### config.mk
export PLATFORM = sky130hd
export DESIGN_NAME = jt7759_rom_bridge
export DESIGN_NICKNAME = d
export VERILOG_FILES = /design/src/rtl/jt7759_pkg.sv /design/src/rtl/jt7759_rom_line.sv /design/src/rtl/jt7759_rom_bridge.sv
export SDC_FILE = /design/constraint.sdc
export NUM_CORES = 1
export LEC_CHECK = 0
export CAP_MARGIN = 20
export CORE_ASPECT_RATIO = 0.5
export CORE_UTILIZATION = 59
export CTS_BUF_LIST = sky130_fd_sc_hd__clkbuf_4 sky130_fd_sc_hd__clkbuf_8
export DETAILED_ROUTE_END_ITERATION = 7
export HOLD_SLACK_MARGIN = 0.1
export PLACE_DENSITY = 0.86
export SYNTH_ARGS = -nofsm -noshare
export SYNTH_HDL_FRONTEND = slang
export SYNTH_SLANG_ARGS = --single-unit
### constraint.sdc
create_clock -name clk -period 6.3 [get_ports clk]
set_clock_uncertainty 0.1 [all_clocks]
set_input_delay 0.945 -clock clk [delete_from_list [all_inputs] [get_ports clk]]
set_output_delay 0.945 -clock clk [all_outputs]
set_load 0.1 [all_outputs]
### src/rtl/jt7759_pkg.sv
// Shared definitions for the jt7759 ROM bridge: address width, FSM encoding, byte-lane order.
package jt7759_pkg;

    localparam int ROM_AW = 17;

    // Even ROM byte lives in mem_dout[7:0], odd byte in [15:8]
    localparam logic LO_BYTE_FIRST = 1'b1;

    typedef enum logic [2:0] {
        ST_IDLE  = 3'b001,
        ST_FETCH = 3'b010,
        ST_FILL  = 3'b100
    } state_t;

endpackage

### src/rtl/jt7759_rom_line.sv
// One cached line of 2**LW 16-bit words: word write port and combinational byte read mux.
module jt7759_rom_line
    import jt7759_pkg::*;
#(
    parameter int LW = 1
) (
    input  logic          clk,
    input  logic          rstn,
    input  logic          we,
    input  logic [LW-1:0] waddr,
    input  logic [15:0]   wdata,
    input  logic [LW:0]   raddr,
    output logic [7:0]    rdata
);

    localparam int WORDS = 2**LW;

    logic [WORDS-1:0][15:0] words;
    logic [15:0]            rword;
    logic                   sel_hi;

    always_ff @(posedge clk or negedge rstn) begin
        if (!rstn)   words        <= '0;
        else if (we) words[waddr] <= wdata;
    end

    assign rword  = words[raddr[LW:1]];
    assign sel_hi = (raddr[0] == LO_BYTE_FIRST);
    assign rdata  = sel_hi ? rword[15:8] : rword[7:0];

endmodule

### src/rtl/jt7759_rom_bridge.sv
// Byte ROM responder for jt7759 backed by a 16-bit req/ack memory port with a one-line cache.
module jt7759_rom_bridge
    import jt7759_pkg::*;
#(
    parameter int            AW     = 22,
    parameter logic [AW-1:0] OFFSET = '0,
    parameter int            LW     = 1
) (
    input  logic              clk,
    input  logic              rstn,
    input  logic              inval,
    input  logic              rom_cs,
    input  logic [ROM_AW-1:0] rom_addr,
    output logic [7:0]        rom_data,
    output logic              rom_ok,
    output logic              mem_req,
    output logic [AW-1:0]     mem_addr,
    input  logic              mem_ack,
    input  logic [15:0]       mem_dout
);

    localparam int TW = ROM_AW - LW - 1;

    state_t        state, state_nxt;
    logic [TW-1:0] tag, req_tag;
    logic [LW-1:0] wcnt;
    logic          valid, inval_pend;
    logic          hit, ack, last, start, serve;
    logic [7:0]    line_byte;

    assign req_tag = rom_addr[ROM_AW-1:LW+1];
    assign hit     = valid && (tag == req_tag);
    assign ack     = mem_req && mem_ack;
    assign last    = &wcnt;
    assign serve   = rom_cs && hit && (state == ST_IDLE);

    jt7759_rom_line #(.LW(LW)) u_line (
        .clk   (clk),
        .rstn  (rstn),
        .we    (ack),
        .waddr (wcnt),
        .wdata (mem_dout),
        .raddr (rom_addr[LW:0]),
        .rdata (line_byte)
    );

    always_ff @(posedge clk or negedge rstn) begin
        if (!rstn) state <= ST_IDLE;
        else       state <= state_nxt;
    end

    always_comb begin
        state_nxt = state;
        start     = 1'b0;
        case (state)
            ST_IDLE: begin
                if (rom_cs && !hit) begin
                    start     = 1'b1;
                    state_nxt = ST_FETCH;
                end
            end
            ST_FETCH: if (ack && last) state_nxt = ST_FILL;
            ST_FILL:  state_nxt = ST_IDLE;
            default:  state_nxt = ST_IDLE;
        endcase
    end

    always_ff @(posedge clk or negedge rstn) begin
        if (!rstn) begin
            rom_ok     <= 1'b0;
            rom_data   <= '0;
            mem_req    <= 1'b0;
            mem_addr   <= '0;
            tag        <= '0;
            wcnt       <= '0;
            valid      <= 1'b0;
            inval_pend <= 1'b0;
        end else begin
            // Registered hit path: a fresh address can never see last cycle's rom_ok
            rom_ok <= serve;
            if (serve) rom_data <= line_byte;

            if (start) begin
                tag      <= req_tag;
                wcnt     <= '0;
                mem_req  <= 1'b1;
                mem_addr <= OFFSET + AW'({req_tag, {LW{1'b0}}});
            end else if (ack) begin
                if (last) begin
                    mem_req <= 1'b0;
                end else begin
                    wcnt     <= wcnt + LW'(1);
                    mem_addr <= mem_addr + AW'(1);
                end
            end

            // A fetch already in flight when inval arrives may hold pre-download data
            if (inval)                     valid <= 1'b0;
            else if (start)                valid <= 1'b0;
            else if (state == ST_FILL)     valid <= !inval_pend;

            if (inval && state == ST_FETCH) inval_pend <= 1'b1;
            else if (state == ST_FILL)      inval_pend <= 1'b0;
        end
    end

endmodule

==> results of run 1 <==
cells in the final DEF (no fill, tap or decap), drive strengths merged:
master,instances
a2111oi,1
a21o,1
a21oi,9
a22o,1
and2,1
and4bb,1
buf,3
bufinv,1
clkbuf,11
clkdlybuf4s50,68
clkinv,4
clkinvlp,1
dfrtp,84
dfstp,1
ha,1
inv,3
mux2,64
mux4,8
nand2,16
nand2b,1
nand3,7
nand3b,1
nand4,12
nand4b,1
nor2,18
nor3,12
nor4,2
or4,2
xnor2,28
xor2,8
stage by stage:
stage	setup WS (ns)	cells	area (sq um)
6_report	2.826	459	4943
5_1_grt	2.681	459	4943
4_1_cts	2.457	457	4905
3_5_place_dp	2.125	441	4700
3_3_place_gp	2.211	441	4700
2_1_floorplan	3.520	292	3946
state kept, by name (all words and copies together), names as in the netlist:
register / cells
mem_req: 1
rom_ok: 1
tag: 15
u_line.words: 32
valid: 1
state: 3
last: 1
inval_pend: 1
mem_addr: 22
rom_data: 8
per-layer routing:
metal | up-vias | part of all wire (%) | track usage, %
li1 | 1191 | - | -
met5 | - | 0 | 0
met1 | 1287 | 45 | 30.11
met4 | 0 | 1.8 | 9.341
met2 | 56 | 49 | 43.87
met3 | 15 | 4.0 | 6.011
cell families after synthesis:
logic type | after synthesis | synth area share [%]
flops | 85 | 53.93
simple gates | 74 | 10.21
xor+xnor | 36 | 7.990
mux | 72 | 23.78
fa+ha+maj | 1 | 0.3170
compound gates | 12 | 2.251
buf+inv | 12 | 1.522
how the worst max path moves through the flow:
| stage | startpoint | endpoint | slack (ns) | cells after the start |
|---|---|---|---|---|
| finish | mem_ack | mem_addr[13]$_DFFE_PN0P_ | 2.83 | 6 |
| global route | mem_ack | mem_addr[13]$_DFFE_PN0P_ | 2.68 | 6 |
| CTS | mem_ack | mem_addr[13]$_DFFE_PN0P_ | 2.46 | 6 |
| detailed placement | mem_ack | mem_addr[13]$_DFFE_PN0P_ | 2.12 | 6 |
| global placement | mem_ack | mem_addr[13]$_DFFE_PN0P_ | 2.21 | 6 |
| floorplan | mem_addr[2]$_DFFE_PN0P_ | mem_addr[13]$_DFFE_PN0P_ | 3.52 | 5 |
synth_stat cells, types with 2 or more instances:
cell	n	area (sq um)
dfrtp_1	84	2102
mux2_2	54	608.1
xnor2_1	28	245.2
nor2_1	17	63.81
nand2_1	14	52.55
nand4_1	12	75.07
nor3_1	12	60.06
mux2_4	10	150.1
a21oi_1	9	45.04
mux4_2	8	180.2
xor2_1	8	70.07
nand3_1	7	35.03
buf_1	3	11.26
inv_1	3	11.26
buf_4	2	15.01
clkbuf_1	2	7.510
worst max-delay path: stages:
cell and delay (ns):
clkdlybuf4s50_1 0.54, nand3b_1 0.47, nor4_1 1.00, nand4_1 0.22, xnor2_1 0.17, mux2_2 0.26
area by class of cell:
type,count,area share (%)
Clock inverter,5,1.215
Clock buffer,11,2.936
Timing Repair Buffer,71,14.71
Tap cell,88,2.227
Multi-Input combinational cell,195,35.56
Inverter,4,0.3037
Sequential cell,85,43.05
power breakdown:
group	internal (mW)	total, mW	switching [mW]
logic	0.472	1.15	0.675
clock network	0.199	0.392	0.193
registers	0.770	0.944	0.174
==> impl_metrics.ini, run 1 <==
[placed_design]
place_congestion = 0.7772
placement.io_buffers = 69
hpwl_mm = 5.438

[setup_path]
crit_type = primary input to register
crit_required_ns = 6.45
crit_path_start_kind = primary input
arrival_ns = 3.62
rr_endpoint = mem_addr[13]$_DFFE_PN0P_
r2r_slack_ns = 3.50
worst-r2r-cell-count = 5
cp-end-kind = register
path_max_fanout = 12
reg2reg_from = last$_DFFE_PN0P_

[sta]
finalHoldViolCount = 0
report.final.slew_viol_count = 0
maxSlewHeadroom_pct = 33.34
worst_slew_pin_slew_ns = 0.9908
fmax_mhz = 287.9
holdWs_ns = 0.3268
rsz0062_at_grt = no
setup_violations = 0
post-route-period-util_pct = 55.14
period_minus_slack_ns = 3.474
timing.setup.tns_ns = 0

[clock_network]
root_buffer = clkbuf_8
cts_sinks = 85
numCtsBuffers = 9
ctsResizeCount = 0
clk_pin_slew_worst_paths_ns = 0.09
clk_latency_ns = 0.36
clockBufferDepth = 2
cts-hold-fix-buffers = 0
htree_levels = 3
postCtsSetupBuffers = 0
cts_tree = done

[drt]
dr.pass1.iters = 5
routed_wl_mm = 7.870
routedWlPerCell_um = 17.15
drc = 0
drtIter0Drc = 129
route.detailed.vias_per_inst = 5.553
num_vias = 2549
antenna_left = 0

[grt]
grt_pass1_vias = 2735
antenna_found_initial = 0
grt_usage_pct = 24.66
grt_max_degree = 86
grt_pass1_wl_mm = 13.14
grt_overflow = 0

[yosys]
async_flop_share_pct = 100.0
syn_area_per_cell_sq_um = 13.51
synth_seq_cells = 85
syn-num-nets = 331
ys_seq_area_share_pct = 53.93
yosys.cell_types.count = 35
yosys_most_used_dff = dfrtp_1
ys.warnings.count = 0
synth.cell_area_sq_um = 3946
synth_cells = 292
synth_edf_count = 0

[final_layout]
ff_latch_area_sq_um = 2128
layout-drive-gt1-share_pct = 26.68
fill_cells = 394
area_delta_synth_final_pct = 25.27
final_util_pct = 79.02
antennaDiodeCount = 0
final_nets = 405
multiInputGateArea_sq_um = 1758

[floorplan]
ios = 70
core-area_sq_um = 6256
initial_core_util_pct = 63.08
die-area_sq_um = 7040
die_w_um = 117.7
row_count = 20
fp.dieH_um = 59.83

[power]
ir_drop_uv = 285.2
power_density_nw_per_um2 = 502.1
cellLeakagePower_nw = 2.025
p_total_mw = 2.482

[flow_run]
drv_cap = 0

[run_status]
status = complete, no violations

[worst_hold_path]
worstHoldPathType = primary input to asynchronous set/reset pin
Note: power is estimated with default switching activity, not from simulation.
==> run 2: changes to the inputs <==
--- a/config.mk
+++ b/config.mk
@@ -7,11 +7,11 @@
 export LEC_CHECK = 0
 export CAP_MARGIN = 20
 export CORE_ASPECT_RATIO = 0.5
-export CORE_UTILIZATION = 59
+export CORE_UTILIZATION = 54
 export CTS_BUF_LIST = sky130_fd_sc_hd__clkbuf_4 sky130_fd_sc_hd__clkbuf_8
 export DETAILED_ROUTE_END_ITERATION = 7
 export HOLD_SLACK_MARGIN = 0.1
-export PLACE_DENSITY = 0.86
+export PLACE_DENSITY = 0.8
 export SYNTH_ARGS = -nofsm -noshare
 export SYNTH_HDL_FRONTEND = slang
 export SYNTH_SLANG_ARGS = --single-unit
==> constraint.sdc (replaced) <==
create_clock -name clk -period 3.2 [get_ports clk]
set_clock_uncertainty 0.1 [all_clocks]
set_input_delay 0.48 -clock clk [delete_from_list [all_inputs] [get_ports clk]]
set_output_delay 0.48 -clock clk [all_outputs]
set_load 0.1 [all_outputs]
==> run 2 against run 1 <==
Utilization fell by 7.1 points. Critical path depth did not move. Via count rose by 0.78%. Largest cell class unchanged. Highest routed layer unchanged.
==> impl_metrics.ini, run 2 (synthesis gave the netlist of run 1 again) <==
[setup_path]
cp-end-kind = register
crit_required_ns = 3.34
critPathTopFamily = simple AND/OR/NAND/NOR gates
path_max_fanout = 25
crit_path_max_incr_delay_ns = 0.56
crit_path_start_kind = primary input
slowest_stage = nor4_4
crit_type = primary input to register
arrival_ns = 2.61
path_cells = clkdlybuf4s50_1 > xnor2_1 > nand4_1 > nor4_4 > nor2_4 > mux2_4
path_buf_inv = 1

[grt]
grt_overflow = 0
grt_pass1_wl_mm = 12.84
grt_max_degree = 86
antenna_found_initial = 0
grt_usage_pct = 22.45
grt_pass1_vias = 2653

[final_layout]
layout_commonest_cell = dfrtp_1
final_nets = 411
antennaDiodeCount = 0
regMostFlops = u_line.words
ff_latch_area_sq_um = 2128
multiInputGateArea_sq_um = 1758
area_delta_synth_final_pct = 25.05
largest_reg_flops = 32
final_cells = 469
fill_cells = 484
final_util_pct = 71.96
layout-drive-gt1-share_pct = 36.07
mostFrequentLayoutCells = 84 x dfrtp_1, 54 x mux2_2, 39 x buf_4
largestRegisters = u_line.words (32), mem_addr (22), tag (15)

[sta]
period_minus_slack_ns = 2.469
rsz0062_at_grt = no
report.final.slew_viol_count = 0
maxSlewHeadroom_pct = 43.71
setup_violations = 0
timing.setup.tns_ns = 0
fmax_mhz = 404.9
post-route-period-util_pct = 77.17
finalHoldViolCount = 0
worst_slew_pin_slew_ns = 0.8424
holdWs_ns = 0.3819

[clock_network]
clk_pin_slew_worst_paths_ns = 0.09
root_buffer = clkbuf_8
cts-hold-fix-buffers = 0
htree_levels = 3
cts_tree = done
clockBufferDepth = 2
ctsResizeCount = 0
numCtsBuffers = 9
cts_sinks = 85
postCtsSetupBuffers = 0
clk_latency_ns = 0.35

[drt]
num_vias = 2569
routedWlPerCell_um = 16.84
drc = 0
antenna_left = 0
routed_wl_mm = 7.896
drtIter0Drc = 128
route.detailed.vias_per_inst = 5.478
dr.pass1.iters = 4

[floorplan]
core-area_sq_um = 6858
die_w_um = 122.9
fp.dieH_um = 62.45
row_count = 21
die-area_sq_um = 7675
ios = 70
initial_core_util_pct = 57.54

[worst_hold_path]
worstHoldPathType = primary input to asynchronous set/reset pin

[placed_design]
placement.io_buffers = 69
place_congestion = 0.7728
placedCellCount = 451
hpwl_mm = 5.427

[power]
comb_power_share_pct = 45.1
swShare_pct = 41.65
netSwitchingPower_mw = 2.059
seqPwrFrac_pct = 37.5
internal_power_mw = 2.885
power_density_nw_per_um2 = 1002
ir_drop_uv = 444.5
cellLeakagePower_nw = 2.111
clockPowerShare_pct = 17.4

[flow_run]
drv_cap = 0

[run_status]
status = complete, no violations
[run 2: path summary, 6_finish.rpt]
| kind | cells past startpoint | startpoint | end | slack, ns |
|---|---|---|---|---|
| worst max-delay path | 6 | rom_addr[11] | tag[12]$_DFFE_PN0P_ | 0.73 |
| worst min-delay path | 2 | rstn | u_line.words[12]$_DFFE_PN0P_ | 0.38 |
| worst max register to register | 4 | state[0]$_DFFE_PN1P_ | tag[2]$_DFFE_PN0P_ | 0.87 |
| worst min register to register | 1 | u_line.words[24]$_DFFE_PN0P_ | u_line.words[24]$_DFFE_PN0P_ | 0.41 |
| max in group asynchronous | 3 | rstn | state[0]$_DFFE_PN1P_ | 2.00 |
| min in group clk | 1 | u_line.words[24]$_DFFE_PN0P_ | u_line.words[24]$_DFFE_PN0P_ | 0.41 |
[run 2: power by group through the flow]
stage	sequential [mW]	combinational [mW]	clock [mW]
2_1_floorplan	2.55	1.04	0
3_3_place_gp	1.83	2.18	0
3_5_place_dp	1.86	2.24	0
4_1_cts	1.85	2.24	0.874
5_1_grt	1.91	2.35	0.928
6_report	1.85	2.23	0.860
[run 2: metal layers]
layer | part of all wire [%] | routed length [um] | vias up | track usage, %
met4 | 1.0 | 81 | 0 | 6.402
met3 | 3.4 | 265 | 11 | 6.022
met5 | 0 | 0 | - | 0
li1 | - | - | 1197 | -
met1 | 47 | 3725 | 1316 | 29.51
met2 | 48 | 3824 | 45 | 36.80
[run 2: per-stage QoR]
stage | worst slack [ns] | total power [mW] | area, sq um
5_1_grt | 0.6737 | 5.187 | 4935
6_report | 0.7305 | 4.944 | 4935
3_5_place_dp | 0.3945 | 4.099 | 4669
3_3_place_gp | 0.4566 | 4.010 | 4669
4_1_cts | 0.7645 | 4.957 | 4897
2_1_floorplan | 0.4203 | 3.588 | 3946
[run 2: area by class of cell]
type,count,share of cell area [%]
multi-input cells,195,35.62
flip-flops and latches,85,43.13
well taps,92,2.333
repair buffers,77,14.00
clock inverters,5,1.673
inverters,4,0.3043
clock buffers,11,2.941
==> run 3: changes to the inputs <==
--- a/config.mk
+++ b/config.mk
@@ -7,11 +7,11 @@
 export LEC_CHECK = 0
 export CAP_MARGIN = 20
 export CORE_ASPECT_RATIO = 0.5
-export CORE_UTILIZATION = 54
+export CORE_UTILIZATION = 49
 export CTS_BUF_LIST = sky130_fd_sc_hd__clkbuf_4 sky130_fd_sc_hd__clkbuf_8
 export DETAILED_ROUTE_END_ITERATION = 7
 export HOLD_SLACK_MARGIN = 0.1
-export PLACE_DENSITY = 0.8
+export PLACE_DENSITY = 0.76
 export SYNTH_ARGS = -nofsm -noshare
 export SYNTH_HDL_FRONTEND = slang
 export SYNTH_SLANG_ARGS = --single-unit
==> constraint.sdc (replaced) <==
create_clock -name clk -period 2.05 [get_ports clk]
set_clock_uncertainty 0.1 [all_clocks]
set_input_delay 0.3075 -clock clk [delete_from_list [all_inputs] [get_ports clk]]
set_output_delay 0.3075 -clock clk [all_outputs]
set_load 0.1 [all_outputs]
==> run 3 against run 2 <==
Clock-buffer cell count grew 1. Register-to-register slack lost 0.87 ns. Via count grew 5.5%. Clock power grew 29%. Non-clock buffer count grew 31. Total power grew 61%. Setup slack lost 0.73 ns. Design area grew 8.8%. Flip-flop and latch count is the same. Worst hold slack lost 0.076 ns. First-iteration DRC count grew 38%. Die area grew 9.9%.
==> impl_metrics.ini, run 3 (synthesis gave the netlist of run 1 again) <==
[run_status]
status = complete, no violations

[clock_network]
htree_levels = 3
clk_latency_ns = 0.35
clk_pin_slew_worst_paths_ns = 0.09
root_buffer = clkbuf_8
cts_tree = done
cts_sinks = 85
clockBufferDepth = 2
numCtsBuffers = 9

[floorplan]
ios = 70
core-area_sq_um = 7570
row_count = 22
die_w_um = 128.9
fp.dieH_um = 65.46
initial_core_util_pct = 52.13
die-area_sq_um = 8438

[flow_run]
drv_cap = 0

[grt]
grt_pass1_vias = 2927
antenna_found_initial = 0
grt_max_degree = 34
grt_pass1_wl_mm = 14.43
grt_usage_pct = 23.20
grt_overflow = 0

[setup_path]
crit_required_ns = 2.18
path_cells = xnor2_2 > nand4_1 > or4_4 > nand2_8 > mux2_4
crit_path_start_kind = register
arrival_ns = 2.18
r2r_slack_ns = 0.005
cp-end-kind = register
rr_endpoint = mem_addr[11]$_DFFE_PN0P_
crit_path_max_incr_delay_ns = 0.61
reg2reg_from = tag[12]$_DFFE_PN0P_
worst-r2r-cell-count = 5
crit_type = register to register
slowest_stage = or4_4
path_max_fanout = 6

[power]
cellLeakagePower_nw = 2.351
power_density_nw_per_um2 = 1485
p_total_mw = 7.971
ir_drop_uv = 812.4

[final_layout]
final_cells = 517
largest_reg_flops = 32
antennaDiodeCount = 0
layout-drive-gt1-share_pct = 47.19
largestRegisters = u_line.words (32), mem_addr (22), tag (15)
final_nets = 444
area_delta_synth_final_pct = 36.05
mostFrequentLayoutCells = 69 x dfrtp_1, 65 x buf_4, 46 x mux2_2
regMostFlops = u_line.words
final_util_pct = 70.93
fill_cells = 517
layout_commonest_cell = dfrtp_1

[drt]
antenna_left = 0
routed_wl_mm = 8.748
drc = 0
num_vias = 2711
dr.pass1.iters = 4
drtIter0Drc = 177
route.detailed.vias_per_inst = 5.244
routedWlPerCell_um = 16.92

[sta]
period_minus_slack_ns = 2.045
timing.setup.tns_ns = 0
report.final.slew_viol_count = 0
maxSlewHeadroom_pct = 68.39
post-route-period-util_pct = 99.76
rsz0062_at_grt = yes
finalHoldViolCount = 0
worst_slew_pin_slew_ns = 0.4706
setup_violations = 0
fmax_mhz = 489.0

[worst_hold_path]
holdPathEnd = mem_addr[15]$_DFFE_PN0P_
hold_depth = 3
hp-start = rom_addr[16]
worstHoldPathType = primary input to register

[placed_design]
placement.io_buffers = 69
place_congestion = 0.7856
placedCellCount = 495
hpwl_mm = 6.011
## run 3: worst max-delay path by stage
stage,startpoint,end,slack [ns],cells past startpoint
after floorplan,mem_addr[0]$_DFFE_PN0P_,mem_addr[12]$_DFFE_PN0P_,-0.11,6
after global placement,rom_addr[16],mem_addr[12]$_DFFE_PN0P_,-0.49,6
after detailed placement,rom_addr[16],mem_addr[13]$_DFFE_PN0P_,-0.52,6
after CTS,tag[12]$_DFFE_PN0P_,mem_addr[11]$_DFFE_PN0P_,0.003,5
after global routing,tag[12]$_DFFE_PN0P_,mem_addr[11]$_DFFE_PN0P_,-0.07,5
final,tag[12]$_DFFE_PN0P_,mem_addr[11]$_DFFE_PN0P_,0.005,5
## run 3: through the flow
step | hold slack (ns) | setup WS (ns) | cell area (sq um)
finish | 0.3058 | 0.004932 | 5369
global route | 0.2914 | -0.07410 | 5369
CTS | 0.3196 | 0.003212 | 5255
detailed placement | 0.1702 | -0.5154 | 4987
global placement | 0.1594 | -0.4943 | 4987
floorplan | -0.08809 | -0.1108 | 3998
## run 3: what timing repair did
item / 4_1_cts / 5_1_grt
setup buffers: 2 / 2
gates cloned: 2 / 0
resized for setup: 5 / 17
endpoints found under the hold margin: 30 / 0
pin swaps: 6 / 6
hold buffers: 1 / 0
setup endpoints to repair: 29 / 24
## run 3: layout make-up
| cell class | instances | area, sq um | area share, % |
|---|---|---|---|
| clock inverters | 3 | 20.02 | 0.3729 |
| clock buffers | 12 | 165.2 | 3.076 |
| repair buffers | 108 | 970.9 | 18.08 |
| multi-input cells | 197 | 1896 | 35.31 |
| inverters | 4 | 15.01 | 0.2797 |
| well taps | 108 | 135.1 | 2.517 |
| flip-flops and latches | 85 | 2167 | 40.36 |
## run 3: layer usage
layer | routed length [um] | GRT usage (%) | up-vias
met4 | 101 | 6.912 | 0
li1 | - | - | 1268
met3 | 259 | 6.515 | 8
met2 | 4455 | 39.19 | 48
met1 | 3931 | 29.38 | 1387
met5 | 0 | 0 | -
## run 3: report_power, final
part	switching [mW]	total (mW)	internal, mW
Combinational	2.19	3.87	1.68
Sequential	0.566	3.00	2.43
Clock	0.578	1.11	0.531
Total	3.33	7.97	4.64
## run 3: critical path: cells and delay by family, from the launching register on
kind | cells | cell delay, ns
XOR/XNOR | 1 | 0.22
flip-flops | 1 | 0.43
multiplexers | 1 | 0.30
AND/OR/NAND/NOR | 3 | 0.87
